[src/rtl/rd_fwft_buf.sv]
// Read-side first-word-fall-through stage for the async FIFO.
// A 2-entry buffer (output register plus skid register) keeps dout_ready out of the rinc path.
module rd_fwft_buf #(
  parameter int DATA_WIDTH = 32
) (
  input  logic                  rclk,
  input  logic                  rrst,
  input  logic                  rempty,
  input  logic [DATA_WIDTH-1:0] rdata,
  output logic                  rinc,
  output logic [DATA_WIDTH-1:0] dout,
  output logic                  dout_valid,
  input  logic                  dout_ready,
  output logic [1:0]            level
);

  typedef enum logic [1:0] {
    EMPTY = 2'd0,
    ONE   = 2'd1,
    TWO   = 2'd2
  } state_t;

  state_t                state;
  state_t                state_next;
  logic [DATA_WIDTH-1:0] skid;
  logic [DATA_WIDTH-1:0] dout_next;
  logic [DATA_WIDTH-1:0] skid_next;
  logic                  push;
  logic                  pop;

  // Pop request depends only on registered state and rempty, never on dout_ready.
  assign rinc = ~rempty & (state != TWO) & ~rrst;
  assign push = rinc;
  assign pop  = dout_valid & dout_ready;

  // State register, output register and skid register.
  always_ff @(posedge rclk or posedge rrst) begin
    if (rrst) begin
      state <= EMPTY;
      dout  <= {DATA_WIDTH{1'b0}};
      skid  <= {DATA_WIDTH{1'b0}};
    end else begin
      state <= state_next;
      dout  <= dout_next;
      skid  <= skid_next;
    end
  end

  // Next-state and data-path selection.
  always_comb begin
    state_next = state;
    dout_next  = dout;
    skid_next  = skid;
    case (state)
      EMPTY: begin
        if (push) begin
          state_next = ONE;
          dout_next  = rdata;
        end else begin
          state_next = EMPTY;
        end
      end
      ONE: begin
        if (push && pop) begin
          state_next = ONE;
          dout_next  = rdata;
        end else if (push) begin
          state_next = TWO;
          skid_next  = rdata;
        end else if (pop) begin
          state_next = EMPTY;
        end else begin
          state_next = ONE;
        end
      end
      TWO: begin
        if (pop) begin
          state_next = ONE;
          dout_next  = skid;
        end else begin
          state_next = TWO;
        end
      end
      default: begin
        // Unreachable encoding recovers to a clean empty buffer.
        state_next = EMPTY;
      end
    endcase
  end

  // Status outputs decoded from registered state only.
  always_comb begin
    dout_valid = 1'b0;
    level      = 2'd0;
    case (state)
      EMPTY: begin
        dout_valid = 1'b0;
        level      = 2'd0;
      end
      ONE: begin
        dout_valid = 1'b1;
        level      = 2'd1;
      end
      TWO: begin
        dout_valid = 1'b1;
        level      = 2'd2;
      end
      default: begin
        dout_valid = 1'b0;
        level      = 2'd0;
      end
    endcase
  end

endmodule

[config.mk]
export PLATFORM = sky130hd
export DESIGN_NAME = rd_fwft_buf
export DESIGN_NICKNAME = d
export VERILOG_FILES = /design/src/rtl/rd_fwft_buf.sv
export SDC_FILE = /design/constraint.sdc
export NUM_CORES = 1
export LEC_CHECK = 0
export ABC_AREA = 1
export ABC_CLOCK_PERIOD_IN_PS = 2620
export CAP_MARGIN = 25
export CORE_UTILIZATION = 50
export DETAILED_ROUTE_END_ITERATION = 10
export GPL_TIMING_DRIVEN = 1
export PLACE_DENSITY = 0.8
export SLEW_MARGIN = 20
export SYNTH_ARGS = -nofsm -noshare
export SYNTH_HDL_FRONTEND = slang
export SYNTH_SLANG_ARGS = --single-unit
[constraint.sdc]
create_clock -name rclk -period 2.62 [get_ports rclk]
set_input_delay 0.393 -clock rclk [delete_from_list [all_inputs] [get_ports rclk]]
set_output_delay 0.393 -clock rclk [all_outputs]
set_load 0.05 [all_outputs]
==> metrics.txt, run 1 <==
Worst IR Drop VDD around 0.0011 V; worst-case hold path end point dout[15]$_DFFE_PP0P_; Synth Area in Compound Gates approximately an eighth; post-CTS setup buffer count 0; PD cells approximately 1300 nW/um^2; Lkg Pwr roughly 0.0020 uW; Rows 28; clock latency on the worst-skew pair 330 ps; hpwl dp between 4000 and 5000 um; net switching power around 2500 uW; Max Cap Viol 0; CTS tree yes; # DRC 0; Comb pwr share between 50% and 60%; main combinational cell family by area after synthesis simple AND/OR/NAND/NOR gates; R2R setup slack ~460 ps; RSZ-0062 raised after global routing no; Post-Synth XOR/XNOR Area 0%; Tightest Pin Transition a little over 900 ps; Worst Path Arrival 1930 ps; pin count of the biggest net entering global routing between 50 and 60; final core occ around 67%; io pins ~70; initial DRC count slightly below 200; fmax ~0.43 GHz; Starting Density between 50% and 60%; first-pass GRT wire length about 11000 um; multiplexer share of the synthesized area 0%; clock tree buffer depth 2; critical path cell sequence inv_1 > ha_1 > clkdlybuf4s50_1; Syn Nets ~420; vias in the first global route approximately 2500; top_reg_cell synth dfrtp_1; Die H between 80 and 90 um; TritonCTS buffer count 9; Multi-input gate area around 1200 um^2; CP max stage cell clkdlybuf4s50_1; Final GP Congestion 0.9112; n_diodes 0; Placeable Area about 6000 um^2; Period minus WS final approximately 2300 ps; final setup violation count 0; post-synthesis sequential area ratio between 50% and 60%; hold_buf cts 0; crit path max fanout 3; simple-gate portion of the synthesized area between 20% and 30%; synth warn 0; FF-to-FF End dout[29]$_DFFE_PP0P_; Post-Synthesis Cells 376; part of the power in registers about a third; wire length per cell approximately 13 um; Worst Path Required roughly 2200 ps; Int Power 2780 uW; Netlist Area Pre-Place around 3100 um^2; clk slew on worst S/H paths about 70 ps; TNS Setup 0 ps; slowest cell delay on critical path just over 800 ps; Clock power frac about 14%; Hold Vio Cnt, Final 0; Reg area between 1500 and 2000 um^2; initial antenna violation count 0; Synth cell types 19; root buf cell clkbuf_8; hold depth 2; Layout fillers just over 500; crit path kind reg -> out; post-route ant nets 0; FF-to-FF Start state[0]$_DFF_PP0_; Slew headroom between 30% and 40%; final WL about 6600 um; Area Growth Syn to Fin 29.51%; status complete, no violations; Hold Crit Class reg -> reg; min-delay src dout[15]$_DFFE_PP0P_; Tcrit/Tclk final roughly nine tenths; Overflow after GRT 0; IO Port Bufs 71; clock sink count between 60 and 70; DIE WIDTH between 80 and 90 um; GRT Util Overall a little under a quarter; FFs w/ async S/R, synth 100.0%; Finished Cell Area 4014 um^2; dpl cell area just under 4000 um^2; overall power 5290 uW; Synth Area in Adders under 10%; share of layout cells above drive strength 1 about 9.2%; Max Slew Vio Count 0; Layout Skew about 3.6 ps; crit end category primary output; via count roughly 2600; CP startpoint kind flip-flop; Post-synth EDFFs 0; sw frac 47.46%; CTS resizes 0; die area 6517 um^2; syn_area_per_cell 8.243 um^2; number of synthesized register bits 66; drt via density between 4 and 5; nets@finish between 400 and 500; CTS HTree Levels 3; Pre-Repair DR Iteration Count 4; R2R depth 8
-- worst max-delay path, delay by kind of cell (launching register included) --
kind                     cells  cell delay (ps)
flip-flops                   1              390
buffers and inverters        2              890
adder cells (fa/ha/maj)      1              330
-- power groups by stage --
stage	clock [uW]	sequential [uW]	combinational, uW
final	728	1760	2800
after global routing	788	1810	3070
after CTS	746	1760	2830
after floorplan	0	2550	1200
after global placement	0	1760	2760
after detailed placement	0	1770	2830
-- layout by cell type, fill, tap and decap left out, drive strengths merged --
| cell type | n |
|---|---|
| nand2 | 134 |
| a21oi | 3 |
| dfrtp | 66 |
| o21ai | 66 |
| buf | 7 |
| clkinv | 3 |
| inv | 43 |
| nand3 | 36 |
| nor2 | 3 |
| clkbuf | 13 |
| clkdlybuf4s50 | 70 |
| ha | 4 |
-- metrics by stage --
step	std cells	hold WS, ps	setup WS, ps
after detailed placement	507	457.5	337.2
final	523	468.7	293.9
after floorplan	376	452.9	572.2
after CTS	523	474.9	267.0
after global placement	507	452.5	382.7
after global routing	523	494.5	202.2
-- cells in the mapped netlist (2+ instances only) --
| cell | instances | area (um^2) |
|---|---|---|
| o21ai_2 | 11 | 96.34 |
| nand2_1 | 132 | 495.5 |
| nor2_4 | 2 | 22.52 |
| o21ai_1 | 10 | 50.05 |
| inv_2 | 2 | 7.510 |
| clkbuf_1 | 3 | 11.26 |
| inv_1 | 41 | 153.9 |
| buf_6 | 4 | 45.04 |
| o21ai_0 | 45 | 225.2 |
| dfrtp_1 | 66 | 1652 |
| a21oi_1 | 2 | 10.01 |
| nand2_2 | 2 | 12.51 |
| ha_1 | 4 | 50.05 |
| nand3_1 | 35 | 175.2 |
| buf_2 | 13 | 65.06 |
-- state kept, by name (all words and copies together), names as in the netlist --
register and cells:
dout 32, state 2, skid 32
-- area by class of cell --
type                       instances  share of cell area [%]
sequential                        66                   41.15
multi-input combinational        246                   29.33
timing repair buffer              77                   19.08
inverter                          43                   4.021
clock buffer                      13                   3.709
tap                               75                   2.338
clock inverter                     3                  0.3741
-- cell families (layout without fill, tap and decap cells) --
family / count (synthesis) / in the layout
and+or+nand+nor: 173 / 173
AOI/OAI and AO/OA: 69 / 69
DFF: 66 / 66
buffers and inverters: 64 / 136
adders and majority gates: 4 / 4
-- worst max-delay path by stage --
stage	start	endpoint	slack [ps]	depth (start not counted)
2_1_floorplan	rrst	dout[0]$_DFFE_PP0P_	570	1
3_3_place_gp	rrst	dout[12]$_DFFE_PP0P_	380	7
3_5_place_dp	rrst	dout[29]$_DFFE_PP0P_	340	7
4_1_cts	state[0]$_DFF_PP0_	dout_valid	270	3
5_1_grt	state[0]$_DFF_PP0_	dout[31]$_DFFE_PP0P_	200	8
6_report	state[1]$_DFF_PP0_	dout_valid	290	3
-- routing by layer --
metal | share of wire, % | track usage (%) | up-vias
li1 | - | - | 1314
met3 | 6.5 | 4.494 | 7
met2 | 48 | 36.95 | 78
met5 | 0 | 0 | -
met1 | 44 | 29.00 | 1190
met4 | 0.82 | 9.821 | 0
No activity file was read; power rests on OpenSTA's default activity.
==> inputs of run 2 (changes only) <==
RECOVER_POWER = 25   (was not set)
==> run 2 against run 1 <==
  * Via count is 0.54% higher
  * Critical endpoint unchanged
  * Critical path depth unchanged
  * Combinational power barely moved
  * Highest routed layer unchanged
  * Wire length up 0.36%
  * Sequential power is essentially flat
  * Clock skew about the same
  * Clock power increased by 0.5%
  * Clock-buffer cell count unchanged
  * First-iteration DRC count is 12% higher
==> metrics.txt, run 2 (synthesis results as in run 1) <==
Period minus WS final approximately 2300 ps; clk slew on worst S/H paths 70 ps; status complete, no violations; Lkg Pwr 0.001965 uW; wire length per cell about 13 um; Die H between 80 and 90 um; commonest non-fill, non-tap cells in the layout 132 x nand2_1, 69 x clkdlybuf4s50_1, 66 x dfrtp_1; io pins a little over 70; GRT Util Overall 22.52%; vias in the first global route around 2500; pin count of the biggest net entering global routing 58; final setup violation count 0; Pre-Repair DR Iteration Count 4; share of layout cells above drive strength 1 8.929%; Rows 28; Starting Density a little over half; root buf cell clkbuf_8; first-pass GRT wire length 11180 um; slowest cell delay on critical path approximately 800 ps; PD cells roughly 1300 nW/um^2; # DRC 0; Placeable Area 5956 um^2; final WL 6617 um; nets@finish around 480; largest registers dout: 32 flops, skid: 32 flops, state: 2 flops; CTS tree yes; CTS resizes 0; n_diodes 0; Final GP Congestion just over 0.9; via count 2603; Hold Crit Class reg -> reg; critical path cell sequence inv_1 > ha_1 > clkdlybuf4s50_1; Tightest Pin Transition 931.6 ps; CP max stage cell clkdlybuf4s50_1; die area between 6000 and 7000 um^2; drt via density roughly 5.0; DIE WIDTH 80.73 um; crit path max fanout 3; Max Cap Viol 0; post-route ant nets 0; IO Port Bufs 71; TritonCTS buffer count 9; Area Growth Syn to Fin 29.03%; fmax around 0.43 GHz; Layout fillers roughly 500; placed cells about 500; worst hold-check slack about 470 ps; clock latency on the worst-skew pair between 300 and 400 ps; Slew headroom a little under two fifths; TNS Setup 0 ps; initial antenna violation count 0; Worst Path Required 2230 ps; overall power about 5300 uW; crit path kind reg -> out; hold_buf cts 0; CP startpoint kind flip-flop; Hold Vio Cnt, Final 0; Tcrit/Tclk final 88.83%; Worst IR Drop VDD approximately 0.0011 V; crit end category primary output; Layout Skew 3.519 ps; RSZ-0062 raised after global routing no; Cell Count, Final, Fillers Out 523; CTS HTree Levels 3; post-CTS setup buffer count 0; Worst Path Arrival 1930 ps; clock sink count between 60 and 70; Max Slew Vio Count 0; initial DRC count between 200 and 250; Overflow after GRT 0; clock tree buffer depth 2; most common cell after layout, fill and taps aside nand2_1; hpwl dp around 4400 um
==> run 2: metrics by stage <==
stage	worst slack, ps	cell area (um^2)	util, %
3_3_place_gp	382.7	3850	64.64
2_1_floorplan	572.2	3099	-
3_5_place_dp	337.2	3850	64.64
6_report	292.5	3999	67.14
5_1_grt	202.2	3999	67.14
4_1_cts	267.0	4014	67.40
==> run 2: final timing paths <==
check / from / end / slack, ps / depth (start not counted)
worst max-delay path: state[1]$_DFF_PP0_ / dout_valid / 290 / 3
worst min-delay path: dout[12]$_DFFE_PP0P_ / dout[12]$_DFFE_PP0P_ / 470 / 2
worst max register to register: state[0]$_DFF_PP0_ / dout[29]$_DFFE_PP0P_ / 460 / 8
worst min register to register: dout[12]$_DFFE_PP0P_ / dout[12]$_DFFE_PP0P_ / 470 / 2
max in group asynchronous: rrst / skid[14]$_DFFE_PP0P_ / 640 / 3
min in group asynchronous: rrst / dout[2]$_DFFE_PP0P_ / 780 / 2
==> run 2: critical path: cells and delay by family (launching register included) <==
family	cells	cell delay, ps
buf+inv	2	890
fa+ha+maj	1	330
flops	1	390
==> run 2: layer usage <==
layer  global-route usage (%)  wire length [um]
met4                    9.821                94
met2                    36.95              3195
met5                        0                 0
met3                    4.494               363
met1                    29.00              2963
==> run 2: power by group <==
group,switching (uW),internal [uW]
Clock,366,366
Sequential,251,1510
Combinational,1900,903
==> run 2: cell type report <==
cell class / instances / area (um^2) / share of cell area (%)
sequential: 66 / 1652 / 41.30
multi-input combinational: 246 / 1177 / 29.44
timing repair buffer: 77 / 750.7 / 18.77
inverter: 43 / 161.4 / 4.036
clock buffer: 13 / 148.9 / 3.723
tap: 75 / 93.84 / 2.347
clock inverter: 3 / 15.01 / 0.3755
==> RTL change 1: new RTL, flow settings as in run 2 <==
Change the parameter `DATA_WIDTH` from 32 to 48.
--- a/src/rtl/rd_fwft_buf.sv
+++ b/src/rtl/rd_fwft_buf.sv
@@ -1,7 +1,7 @@
 // Read-side first-word-fall-through stage for the async FIFO.
 // A 2-entry buffer (output register plus skid register) keeps dout_ready out of the rinc path.
 module rd_fwft_buf #(
-  parameter int DATA_WIDTH = 32
+  parameter int DATA_WIDTH = 48
 ) (
   input  logic                  rclk,
   input  logic                  rrst,
Interface: changed (resized dout and rdata); port bits go from 72 to 104. No check against the original RTL was run, so the function may have changed too.
==> RTL change 1 against run 2 <==
The flow now finishes with violations (design-rule violations). Global-route usage decreased by 0.39 points. Highest routed layer unchanged. Wire length rose by 46%. Power increased by 42%. Count of clock-buffer cells in the layout is 3 lower. Sequential cell count increased by 32. Synthesized area grew 44%. Largest cell class unchanged. Worst setup slack got worse by 0.054 ns. Design area up 42%.
==> RTL change 1: results (changes against run 2) <==
Final layout
  – # nets final: 692 (+43%)
  – Layout cells sized above 1: 5.00% (-3.9 points)
  – Top Registers: dout (48), skid (48), state (2)

Global route
  – Met1 track utilization from global routing: 29.4% (+0.40 points)
  – Met3 usage in global routing: 2.69% (-1.8 points)
  – Global-route wire length before repair: 15700 um (+41%)
  – Global router's overall resource usage: 22.1% (-0.39 points)
  – Via count of the first global-routing pass: 3491 (+39%)
  – Largest net degree at the start of global routing: 99 (+71%)
  – GRT met2 Usage: 37.0% (+0.048 points)

Critical path
  – Worst reg-to-reg path cell count: 7 (-1)
  – Worst Path Arrival: 1.99 ns (+0.06 ns)
  – Reg-to-Reg End: skid[43]

Power and ir drop
  – Switching pwr: 3.64 mW (+44%)
  – Clock power frac: 11.2% (-2.6 points)
  – VDD IR max: 0.00146 V (+31%)
  – Comb pwr: 4.06 mW (+45%)

Placement
  – IO Port Bufs: 103 (+45%)
  – Placer congestion estimate: 0.744 (-18%)
  – Number of placed instances, taps included: 733 (+45%)
  – Half-perimeter wire length after detailed placement: 6370 um (+44%)

Route
  – Wire length after detailed routing: 9680 um (+46%)
  – Routed wire length on met3: 378 um (+4.1%)
  – Number of DRC markers after the initial detailed-route iteration: 190 (-14%)
  – Met2 wire len: 4780 um (+50%)
  – Overall via count from detail_route: 3758 (+44%)
  – DR DRC count: 1 (+1)
  – Number of search-and-repair iterations in the first detailed-routing pass: 8 (+4)

Synthesis
  – Dominant cells by area after synthesis: sky130_fd_sc_hd__dfrtp_1 (55%), sky130_fd_sc_hd__nand2_1 (17%), sky130_fd_sc_hd__o21ai_0 (9.8%), sky130_fd_sc_hd__nand3_1 (5.8%), sky130_fd_sc_hd__inv_1 (4.9%)
  – Post-synthesis net count: 606 (+46%)
  – Top cells by count, synth: sky130_fd_sc_hd__nand2_1 (197), sky130_fd_sc_hd__dfrtp_1 (98), sky130_fd_sc_hd__o21ai_0 (87)
  – Share of synthesized area occupied by flip-flops and latches: 55.1% (+1.8 points)

STA
  – Clock tree skew after final layout: 0.0109 ns (+0.00736 ns)
  – Slew Limit Headroom: 12.8% (-25 points)
  – Final-layout worst hold slack: 0.474 ns (+0.00531 ns)

Run status
  – Violations in the final reports: design-rule violations
  – Outcome: complete, but fails checks

Clock tree
  – Clk_lat worst skew: 0.36 ns (+0.03 ns)
  – Clock transition time at the flip-flop clock pins of the worst setup and hold paths: 0.09 ns (+0.02 ns)

Min path
  – Startpoint of the lowest-slack hold path: dout[9]
[RTL change 1: cell count changes in the layout (fill, tap and decap cells not counted), sizes merged]
cell           delta
dfrtp            +32
clkbuf            -3
inv              +15
clkdlybuf4s50    +31
nand2            +64
buf               +2
clkinvlp          +4
o21ai            +32
clkinv            -1
nand3            +16
[RTL change 1: worst max-delay path by stage]
stage | start | endpoint | slack (ns) | cells past startpoint
after global placement | rrst | dout[7] | 0.53 | 7
after CTS | state[0] | dout_valid | 0.24 | 3
final | state[0] | dout_valid | 0.24 | 3
after detailed placement | dout_ready | skid[43] | 0.48 | 6
after floorplan | state[0] | dout[0] | 0.63 | 10
after global routing | state[0] | dout_valid | 0.17 | 3
[RTL change 1: cell type report]
cell class | count | area (sq um)
flip-flops and latches | 98 | 2450
fillers | 737 | 3000
multi-input cells | 358 | 1610
clock inverters | 5 | 32.5
repair buffers | 110 | 1100
clock buffers | 10 | 128
well taps | 108 | 135
inverters | 59 | 225
==> RTL change 2: new RTL, settings of run 2 <==
Made on the original files. Re-encode `state_t` (3 states) as one-hot, 3 bits wide.
--- a/src/rtl/rd_fwft_buf.sv
+++ b/src/rtl/rd_fwft_buf.sv
@@ -14,10 +14,10 @@
   output logic [1:0]            level
 );
 
-  typedef enum logic [1:0] {
-    EMPTY = 2'd0,
-    ONE   = 2'd1,
-    TWO   = 2'd2
+  typedef enum logic [2:0] {
+    EMPTY = 3'b001,
+    ONE   = 3'b010,
+    TWO   = 3'b100
   } state_t;
 
   state_t                state;
Behaviour: no difference found for any inputs over 10 cycles, from zero or initial values and one cycle with rrst high; not proved beyond that.
==> RTL change 2 against run 2 <==
The flow now finishes with violations (max-capacitance violations, max-slew violations). Power down 4.0%. Worst hold slack worse by 0.086 ns. First-iteration DRC count shrank 20%. Synthesized area is 0.40% lower. Worst setup slack worse by 0.064 ns. Final cell count is 0.96% higher. Wire length is 3.4% higher. Synthesized cell count increased by 2.1%. Design area grew 0.59%. Sequential cell count up 1.
==> RTL change 2: results (changes against run 2) <==
Run
  – Max-cap violations: 1 (+1)

Power and ir drop
  – Switching pwr: 2.30 mW (-8.5%)
  – Leakage Power: 2.11 nW (+7.5%)
  – VDD IR max: 0.000655 V (-41%)

Final layout
  – Inverter count of the layout excluding clock inverters: 35 (-19%)
  – Share of the final layout cell area in multi-input gates: 29.1% (-0.36 points)
  – Area occupied by multi-input gates: 1170 sq um (-0.64%)
  – Sequential portion of the cell area: 41.7% (+0.41 points)
  – Top Registers: dout (32), skid (32), state (3)

Critical path
  – Critical path startpoint: state[2]
  – Endpoint of the worst setup timing path: level[0]
  – Worst reg-to-reg path cell count: 10 (+2)
  – Worst Path Arrival: 2.00 ns (+0.07 ns)

Run status
  – Violations in the final reports: max-capacitance violations, max-slew violations
  – Outcome: complete, but fails checks

Placement
  – Half-perimeter wire length after detailed placement: 4540 um (+2.5%)
  – Post-placement cell area: 3850 sq um (about the same)
  – Placer congestion estimate: 0.807 (-11%)
  – Number of placed instances, taps included: 514 (+1.4%)

Global route
  – Largest net degree at the start of global routing: 64 (+10%)
  – Global-route wire length before repair: 11700 um (+4.4%)

Route
  – Routed vias/inst: 5.03 (+1.1%)
  – Wire length after detailed routing: 6840 um (+3.4%)
  – Number of DRC markers after the initial detailed-route iteration: 177 (-20%)

Synthesis
  – Unique cell type count in the Yosys netlist: 20 (+1)

STA
  – Clock period minus final worst setup slack: 2.39 ns (+0.0639 ns)
  – Final Max Tran Viols: 30 (+30)

Clock tree
  – CTS Sinks: 67 (+1.5%)
RTL change 2: power by group through the flow:
stage	combinational [mW]	clock, mW	sequential [mW]
finish	2.50	0.815	1.76
global route	2.72	0.885	1.81
CTS	2.52	0.826	1.77
detailed placement	2.51	0	1.78
global placement	2.45	0	1.77
floorplan	0.942	0	2.57
RTL change 2: layer usage:
layer | up-vias | GRT usage [%] | share of wire (%)
met1 | 1254 | 30.5 | 43
li1 | 1334 | - | -
met3 | 6 | 5.45 | 3.8
met2 | 62 | 39.7 | 52
met5 | - | 0 | 0
met4 | 0 | 9.82 | 1.3
RTL change 2: logic make-up (layout without fill, tap and decap cells):
kind of cell	Yosys count	in the layout	synth area share, %
simple gates	200	200	27.0
flops	67	67	54.4
compound gates	57	57	9.32
buf+inv	57	126	8.07
fa+ha+maj	3	3	1.22
